$ cat config.mk
export PLATFORM = sky130hd
export DESIGN_NAME = wb_bus_arbiter
export DESIGN_NICKNAME = d
export VERILOG_FILES = /design/src/rtl/wb_bus_arbiter.sv
export SDC_FILE = /design/constraint.sdc
export NUM_CORES = 1
export LEC_CHECK = 0
export BUFFER_PORTS_ARGS = -buffer_cell sky130_fd_sc_hd__buf_4
export CORE_AREA = 5 5 119 121
export CTS_CLUSTER_DIAMETER = 50
export CTS_CLUSTER_SIZE = 40
export DETAILED_ROUTE_END_ITERATION = 10
export DIE_AREA = 0 0 124 126
export SYNTH_ARGS = -nofsm -noshare
export SYNTH_HDL_FRONTEND = slang
export SYNTH_SLANG_ARGS = --single-unit
$ cat constraint.sdc
create_clock -name clk -period 3.7 [get_ports clk]
set_input_delay 0.74 -clock clk [delete_from_list [all_inputs] [get_ports clk]]
set_output_delay 0.74 -clock clk [all_outputs]
set_load 0.02 [all_outputs]
$ cat src/rtl/wb_bus_arbiter.sv
// wb_bus_arbiter: two-master, one-slave Wishbone classic arbiter.
// M0 is the instruction-fetch master and M1 is the load/store master. Grant is
// round-robin on ties and is held for the whole bus cycle (while CYC stays high).
// Optional watchdog: define WB_ARB_TIMEOUT_EN to abort cycles that a slave never
// acknowledges within TIMEOUT_CYCLES strobe cycles.
module wb_bus_arbiter #(
  parameter int AW             = 32,
  parameter int DW             = 32,
  parameter int TIMEOUT_CYCLES = 255
) (
  input  logic            clk,
  input  logic            rst,
  // M0: instruction fetch
  input  logic            m0_cyc,
  input  logic            m0_stb,
  input  logic            m0_we,
  input  logic [DW/8-1:0] m0_sel,
  input  logic [AW-1:0]   m0_adr,
  input  logic [DW-1:0]   m0_dat_w,
  output logic [DW-1:0]   m0_dat_r,
  output logic            m0_ack,
  output logic            m0_err,
  // M1: load/store
  input  logic            m1_cyc,
  input  logic            m1_stb,
  input  logic            m1_we,
  input  logic [DW/8-1:0] m1_sel,
  input  logic [AW-1:0]   m1_adr,
  input  logic [DW-1:0]   m1_dat_w,
  output logic [DW-1:0]   m1_dat_r,
  output logic            m1_ack,
  output logic            m1_err,
  // Slave side
  output logic            s_cyc,
  output logic            s_stb,
  output logic            s_we,
  output logic [DW/8-1:0] s_sel,
  output logic [AW-1:0]   s_adr,
  output logic [DW-1:0]   s_dat_w,
  input  logic [DW-1:0]   s_dat_r,
  input  logic            s_ack
);

  typedef enum logic [1:0] {IDLE, GNT0, GNT1} state_t;

  state_t state;
  logic   last_gnt;   // 0: M0 won the last tie, 1: M1 won it
  logic   gnt0, gnt1;
  logic   gnt_cyc;    // CYC of whichever master currently owns the bus
  logic   gnt_stb;    // STB qualified by CYC of the owning master
  logic   timeout;

  if (TIMEOUT_CYCLES < 1 || TIMEOUT_CYCLES > 65536) begin : g_bad_timeout
    $error("wb_bus_arbiter: TIMEOUT_CYCLES must fit the 16-bit watchdog");
  end

  assign gnt0    = (state == GNT0);
  assign gnt1    = (state == GNT1);
  assign gnt_cyc = (gnt0 & m0_cyc) | (gnt1 & m1_cyc);
  assign gnt_stb = (gnt0 & m0_cyc & m0_stb) | (gnt1 & m1_cyc & m1_stb);

`ifdef WB_ARB_TIMEOUT_EN
  logic [15:0] timer;

  // Abort when the slave has left the strobe unanswered for the full window.
  assign timeout = gnt_stb & ~s_ack & (timer == 16'(TIMEOUT_CYCLES - 1));

  // Watchdog: count unanswered strobe cycles of the current owner.
  always_ff @(posedge clk) begin
    if (rst) begin
      timer <= '0;
    end else if (!gnt_cyc || s_ack || timeout) begin
      timer <= '0;
    end else if (gnt_stb) begin
      timer <= timer + 16'd1;
    end
  end

  assign m0_err = gnt0 & timeout & ~rst;
  assign m1_err = gnt1 & timeout & ~rst;
`else
  assign timeout = 1'b0;
  assign m0_err  = 1'b0;
  assign m1_err  = 1'b0;
`endif

  // Grant FSM: arbitrate only from IDLE, hold the grant until the owner drops CYC.
  always_ff @(posedge clk) begin
    if (rst) begin
      state    <= IDLE;
      last_gnt <= 1'b0;
    end else begin
      case (state)
        IDLE: begin
          if (m0_cyc && m1_cyc) begin
            if (last_gnt) begin
              state    <= GNT0;
              last_gnt <= 1'b0;
            end else begin
              state    <= GNT1;
              last_gnt <= 1'b1;
            end
          end else if (m0_cyc) begin
            state <= GNT0;
          end else if (m1_cyc) begin
            state <= GNT1;
          end
        end
        GNT0:    if (!m0_cyc || timeout) state <= IDLE;
        GNT1:    if (!m1_cyc || timeout) state <= IDLE;
        default: state <= IDLE;
      endcase
    end
  end

  // Slave request mux: everything is zero unless a master owns the bus.
  always_comb begin
    s_cyc   = 1'b0;
    s_stb   = 1'b0;
    s_we    = 1'b0;
    s_sel   = '0;
    s_adr   = '0;
    s_dat_w = '0;
    if (gnt0) begin
      s_cyc   = m0_cyc & ~timeout;
      s_stb   = m0_cyc & m0_stb & ~timeout;
      s_we    = m0_we;
      s_sel   = m0_sel;
      s_adr   = m0_adr;
      s_dat_w = m0_dat_w;
    end else if (gnt1) begin
      s_cyc   = m1_cyc & ~timeout;
      s_stb   = m1_cyc & m1_stb & ~timeout;
      s_we    = m1_we;
      s_sel   = m1_sel;
      s_adr   = m1_adr;
      s_dat_w = m1_dat_w;
    end
  end

  // Read data is broadcast; an ack reaches only the owner, and never during reset.
  assign m0_dat_r = s_dat_r;
  assign m1_dat_r = s_dat_r;
  assign m0_ack   = gnt0 & s_ack & ~rst;
  assign m1_ack   = gnt1 & s_ack & ~rst;

endmodule
==> results.ini, run 1 <==
[yosys]
ys_seq_elements=3
ys_types=20
syn_inst=174
ys.warnings.count=0
seq_area_frac_synth_pct=4.152
syn_area_per_cell_sq_um=8.313
netlist_area_sq_um=1446
netlist.area_leader.share_pct=41.78
yosys.area.top_type=a22o_1
synth_area_leaders=a22o_1 42%, buf_4 38%, buf_6 6.2%

[routing]
vias=1922
route.detailed.wl_per_inst_um=17.80
drt_iter0_markers=50
route.met2.wl_um=3951
drc_errors=0
routed_via_density=3.907
dr.pass1.iters=4
wl_met3_um=1166
ant_nets=0
drt-met1-wl_um=3374
top_layer=met4
routed_wl_um=8756

[global_routing]
grt.total_usage_pct=9.650
grt_pass1_vias=2024
grt_first_pass_wirelength_um=11630
grt_max_degree=71
grt_overflow_total=0
antenna_found_initial=0

[critical_path]
critPathKind=flop to primary output
timing.rr.end=last_gnt
worstPathRequired_ns=2.96
worstPathArrival_ns=2.16
worst-r2r-setup-slack_ns=2.55
timing.rr.start=state[0]
crit_path_start_kind=flop
worstPathMaxFanout=32
reg2regPathDepth=2
end_kind=primary output

[layout]
antenna_cells=0
layout_common_cells=220 x buf_4, 69 x a22o_1, 3 x and3b_1, 3 x clkbuf_16, 3 x dfxtp_1
fillCellCount=1423
ff_latch_area_sq_um=60.06
layout_commonest_cell=buf_4
drive_gt1_share_pct=71.20
num-nets-final=494
multiInputGateArea_sq_um=750.7
area_delta_synth_final_pct=90.92

[power]
clkPwrFrac_pct=28.9
p_int_w=0.0003841
p_leak_nw=1.465
p_seq_share_pct=6.5
ir_drop_uv=257.5
p_sw_w=0.0002102
total_power_w=0.0005942
power_density_nw_per_um2=215.2
switching_share_pct=35.37
p_comb_share_pct=64.7

[floorplanning]
core_area_sq_um=12980
pin_count=316
die_area_sq_um=15620
fp.dieW_um=124
die_h_um=126
fp-row-count=42
start_util_pct=11.14

[cts]
cts_buffers=3
clock_latency_ns=0.22
clock_sinks=3
cts_setup_buffers=0
tritoncts=done
clockRootBuffer=clkbuf_16
htree_levels=1
clkTransAtPathRegs_ns=0.03
post_cts_resized=0
ctsHoldBuffers=0
cts_buffer_depth=2

[outcome]
status=complete, no violations

[placed_design]
io_buffers=217
place_hpwl_um=7393
gp_congestion=0.8578

[timing]
slew_headroom_pct=51.06
finalHoldViolations=0
clock.fmax_mhz=345.2
fin_skew_ns=0.0001484
setup_violations=0
rsz0062_at_grt=no
worstMarginPinSlew_ns=0.7340
fin_setup_tns_ns=0
period_share_pct=78.30
drv_slew=0
period_minus_slack_ns=2.897

[hold_path]
min_from=last_gnt
holdPathEnd=last_gnt
holdPathStages=2
hold_class=flop to flop

[flow_run]
drv_cap=0

-- cells in the mapped netlist, drive strengths merged --
cell    instances
buf            83
a22o           69
and3b           3
dfxtp           3
nand2           2
nor2b           2
and2b           1
and4bb          1
conb            1
mux2            1
mux2i           1
nand2b          1
nand3           1
nor2            1
nor3            1
nor3b           1
nor4b           1
o22ai           1
-- sequential cells by signal, indices dropped and copies added (netlist names) --
| register | count |
|---|---|
| state | 2 |
| last_gnt | 1 |
-- critical path, stage by stage (launching register included) --
cell and delay [ns]:
dfxtp_1 0.49, and2b_2 0.63, buf_4 0.38, a22o_1 0.23, buf_4 0.16
-- final cells by class --
cell class,count,share of cell area (%)
flip-flops and latches,3,2.175
multi-input cells,89,27.19
well taps,176,7.975
repair buffers,220,59.81
clock buffers,4,2.855
-- worst max-delay path by stage --
stage | start | endpoint | slack (ns) | depth (start not counted)
after floorplan | m0_cyc | s_stb | 1.77 | 2
after global placement | state[0] | s_dat_w[9] | 1.13 | 4
after detailed placement | state[0] | s_dat_w[9] | 1.0 | 4
after CTS | state[0] | s_dat_w[9] | 0.76 | 4
after global routing | state[0] | s_dat_w[9] | 0.63 | 4
final | state[0] | s_dat_w[21] | 0.80 | 4
-- stage by stage --
| step | utilization, % | worst slack [ns] | cell area, sq um | std cells | hold WS (ns) |
|---|---|---|---|---|---|
| 6_report | 21.27 | 0.8030 | 2761 | 492 | 0.5888 |
| 2_1_floorplan | - | 1.766 | 1450 | 175 | 0.5237 |
| 5_1_grt | 21.27 | 0.6253 | 2761 | 492 | 0.6286 |
| 3_3_place_gp | 20.67 | 1.133 | 2683 | 488 | 0.5515 |
| 4_1_cts | 21.27 | 0.7599 | 2761 | 492 | 0.5991 |
| 3_5_place_dp | 20.67 | 0.9998 | 2683 | 488 | 0.5829 |
-- power by group through the flow --
stage	clock network (W)	logic, W	registers, W
finish	0.000171	0.000384	0.0000384
global route	0.000177	0.000406	0.0000393
CTS	0.000174	0.000388	0.0000384
detailed placement	0	0.000386	0.0000388
global placement	0	0.000383	0.0000382
floorplan	0	0.000272	0.0000366
-- routing by layer --
layer,track usage [%],vias to the layer above
met5,0,-
met4,3.608,0
met3,2.960,24
met2,15.69,154
met1,11.89,871
li1,-,873
-- logic make-up after synthesis --
group / synth area share (%)
other: 0.2593
AO/OA/AOI/OAI: 42.21
buffers and inverters: 44.81
AND/OR/NAND/NOR: 7.094
flip-flops: 4.152
multiplexers: 1.471
(Power assumes the default switching activity.)
==> inputs of run 2 (changes only) <==
--- a/config.mk
+++ b/config.mk
@@ -5,12 +5,13 @@
 export SDC_FILE = /design/constraint.sdc
 export NUM_CORES = 1
 export LEC_CHECK = 0
+export ABC_AREA = 1
 export BUFFER_PORTS_ARGS = -buffer_cell sky130_fd_sc_hd__buf_4
-export CORE_AREA = 5 5 119 121
+export CORE_AREA = 5 5 118 120
 export CTS_CLUSTER_DIAMETER = 50
 export CTS_CLUSTER_SIZE = 40
 export DETAILED_ROUTE_END_ITERATION = 10
-export DIE_AREA = 0 0 124 126
+export DIE_AREA = 0 0 123 125
 export SYNTH_ARGS = -nofsm -noshare
 export SYNTH_HDL_FRONTEND = slang
 export SYNTH_SLANG_ARGS = --single-unit
==> constraint.sdc (replaced) <==
create_clock -name clk -period 2.4 [get_ports clk]
set_input_delay 0.48 -clock clk [delete_from_list [all_inputs] [get_ports clk]]
set_output_delay 0.48 -clock clk [all_outputs]
set_load 0.02 [all_outputs]
==> run 2 against run 1 <==
  * Cell area grew 15%
  * Combinational power grew to 2.5 times the previous value
  * Critical path depth grew 1
  * Flip-flop and latch count is the same
  * Register-to-register slack lost 1.4 ns
  * Wire length shrank 4.5%
  * Sequential power grew 61%
  * Non-clock buffer count grew 3
  * Critical endpoint is now s_adr[12]
  * Sequential share of layout area shrank 0.20 points
  * Core utilization grew 3.3 points
  * Total power grew 120%
  * Highest routed layer unchanged
  * Die area shrank 1.6%
==> results.ini, run 2 <==
[outcome]
status=complete, no violations  ; unchanged

[hold_path]
holdPathStages=2  ; unchanged
hold_class=input pin to flop  ; was flop to flop
holdPathEnd=state[0]  ; was last_gnt
min_from=rst  ; was last_gnt

[yosys]
async_flop_share_pct=0  ; unchanged
synth_area_leaders=nand3_1 39%, buf_4 29%, nand2_1 16%  ; was a22o_1 42%, buf_4 38%, buf_6 6.2%
ys.warnings.count=0  ; unchanged
yosys-top-cells-count=142 x nand3_1, 77 x nand2_1, 70 x buf_4  ; was 73 x buf_4, 69 x a22o_1, 8 x buf_6
synth.most_common_cell=nand3_1  ; was buf_4
synth_edf_count=0  ; unchanged
netlist.area_leader.share_pct=38.85  ; was 41.78%
ys_seq_elements=3  ; unchanged
syn_inst=336  ; was 174
ys_types=19  ; was 20
netlist_area_sq_um=1829  ; was 1446 sq um
yosys_most_used_dff=dfxtp_1  ; unchanged
seq_area_frac_synth_pct=3.283  ; was 4.152%
syn_area_per_cell_sq_um=5.444  ; was 8.313 sq um
yosys.area.top_type=nand3_1  ; was a22o_1

[routing]
ant_nets=0  ; unchanged
drt_iter0_markers=75  ; was 50
dr.pass1.iters=4  ; unchanged
route.detailed.wl_per_inst_um=12.99  ; was 17.80 um
routed_wl_um=8363  ; was 8756 um
routed_via_density=4.199  ; was 3.907
drc_errors=0  ; unchanged
vias=2704  ; was 1922

[floorplanning]
fp-row-count=42  ; unchanged
die_h_um=125  ; was 126 um
core_area_sq_um=12870  ; was 12980 sq um
die_area_sq_um=15380  ; was 15620 sq um
start_util_pct=14.21  ; was 11.14%
pin_count=316  ; unchanged
fp.dieW_um=123  ; was 124 um

[layout]
regMostFlops=state  ; unchanged
layout_common_cells=221 x buf_4, 142 x nand3_1, 77 x nand2_1  ; was 220 x buf_4, 69 x a22o_1, 3 x and3b_1, 3 x clkbuf_16, 3 x dfxtp_1
largestRegisters=state x2, last_gnt x1  ; unchanged
num-nets-final=646  ; was 494
area_delta_synth_final_pct=73.05  ; was 90.92%
final_area_sq_um=3166  ; was 2761 sq um
layout_commonest_cell=buf_4  ; unchanged
drive_gt1_share_pct=49.79  ; was 71.20%
largest_reg_flops=2  ; unchanged
fillCellCount=1494  ; was 1423
fin_util_pct=24.59  ; was 21.27%
layoutNonFillerInstCount=644  ; was 492
antenna_cells=0  ; unchanged

[placed_design]
dpl-instance-area_sq_um=3087  ; was 2683 sq um
place_hpwl_um=6663  ; was 7393 um
placed_cells=640  ; was 488
io_buffers=217  ; unchanged
gp_congestion=0.7492  ; was 0.8578

[cts]
clockRootBuffer=clkbuf_16  ; unchanged
cts_buffer_depth=2  ; unchanged
cts_setup_buffers=0  ; unchanged
clkTransAtPathRegs_ns=0.03  ; about the same
clock_latency_ns=0.22  ; about the same
tritoncts=done  ; unchanged
post_cts_resized=0  ; unchanged
cts_buffers=3  ; unchanged
ctsHoldBuffers=0  ; unchanged
clock_sinks=3  ; unchanged
htree_levels=1  ; unchanged

[power]
switching_share_pct=45.39  ; was 35.37%
power_density_nw_per_um2=409.5  ; was 215.2 nW/um^2
p_sw_w=0.0005883  ; was 0.0002102 W
clkPwrFrac_pct=20.1  ; was 28.9%
total_power_w=0.001296  ; was 0.0005942 W
p_leak_nw=1.825  ; was 1.465 nW
ir_drop_uv=663.3  ; was 257.5 uV
p_int_w=0.0007079  ; was 0.0003841 W
p_seq_share_pct=4.8  ; was 6.5%
p_comb_share_pct=75.1  ; was 64.7%

[timing]
fin_skew_ns=0.001418  ; was 0.0001484 ns
period_minus_slack_ns=1.995
setup_violations=0  ; unchanged
period_share_pct=83.12
clock.fmax_mhz=501.3
rsz0062_at_grt=no  ; unchanged
fin_setup_tns_ns=0  ; unchanged
drv_slew=0  ; unchanged
finalHoldViolations=0  ; unchanged

[global_routing]
grt_pass1_vias=2484  ; was 2024
antenna_found_initial=0  ; unchanged
grt.total_usage_pct=9.618  ; was 9.650%
grt_first_pass_wirelength_um=12140  ; was 11630 um
grt_max_degree=72  ; was 71
grt_overflow_total=0  ; unchanged

[critical_path]
crit_chain=inv_4 -> buf_12 -> nand3_1 -> nand2_1 -> buf_4  ; was and2b_2 -> buf_4 -> a22o_1 -> buf_4
cp_slowest_cell=dfxtp_2  ; was and2b_2
critPathKind=flop to primary output  ; unchanged
timing.rr.start=state[0]  ; unchanged
worst-r2r-setup-slack_ns=1.11  ; was 2.55 ns
worstPathRequired_ns=1.92  ; was 2.96 ns
slowest_delay_ns=0.33  ; was 0.63 ns
worstPathArrival_ns=1.51  ; was 2.16 ns
timing.rr.end=state[1]  ; was last_gnt
crit_path_start_kind=flop  ; unchanged
reg2regPathDepth=6  ; was 2
worstPathMaxFanout=40  ; was 32
end_kind=primary output  ; unchanged

[flow_run]
drv_cap=0  ; unchanged

run 2: layout make-up:
type	instances	area [sq um]	share of cell area, %
multi-input combinational	233	1084	34.23
tap	176	220.2	6.957
timing repair buffer	223	1699	53.68
sequential	3	62.56	1.976
clock buffer	4	78.83	2.490
inverter	5	21.27	0.6719
run 2: logic make-up (layout without fill, tap and decap cells):
kind of cell    count (synthesis)  after routing  share of synthesized area [%]
simple gates                  227            227                          57.59
flops                           3              3                          3.283
buf+inv                       101            232                          37.69
other cells                     1              2                         0.2050
compound gates                  4              4                          1.231
run 2: through the flow:
step           setup WS (ns)  hold slack, ns
6_report              0.4052          0.4604
5_1_grt               0.3190          0.4704
4_1_cts               0.3975          0.4672
3_5_place_dp          0.6338          0.4696
3_3_place_gp          0.6430          0.4654
2_1_floorplan         0.8152          0.4479
run 2: metal layers:
layer,global-route usage [%],part of all wire (%),wire length (um)
met1,10.35,35,2954
met2,16.63,48,4044
met3,3.523,13,1098
met4,4.365,3.2,266
met5,0,0,0
run 2: how the worst max path moves through the flow:
stage	cells past startpoint	from	to
global placement	5	state[1]	s_adr[12]
global route	5	state[1]	s_adr[12]
CTS	5	state[1]	s_adr[12]
floorplan	3	state[0]	m1_ack
finish	5	state[1]	s_adr[12]
detailed placement	5	state[1]	s_adr[12]
run 2: worst max-delay path: cells and delay by family (launching register included):
family / cells / cell delay, ns
buffers and inverters: 3 / 0.72
flip-flops: 1 / 0.33
AND/OR/NAND/NOR: 2 / 0.21
run 2: power groups by stage:
stage	registers [W]	logic, W	clock network (W)
floorplan	0.0000579	0.000678	0
global placement	0.0000624	0.000983	0
detailed placement	0.0000626	0.000981	0
CTS	0.0000619	0.000984	0.000266
global route	0.0000625	0.00105	0.000275
finish	0.0000618	0.000974	0.000261
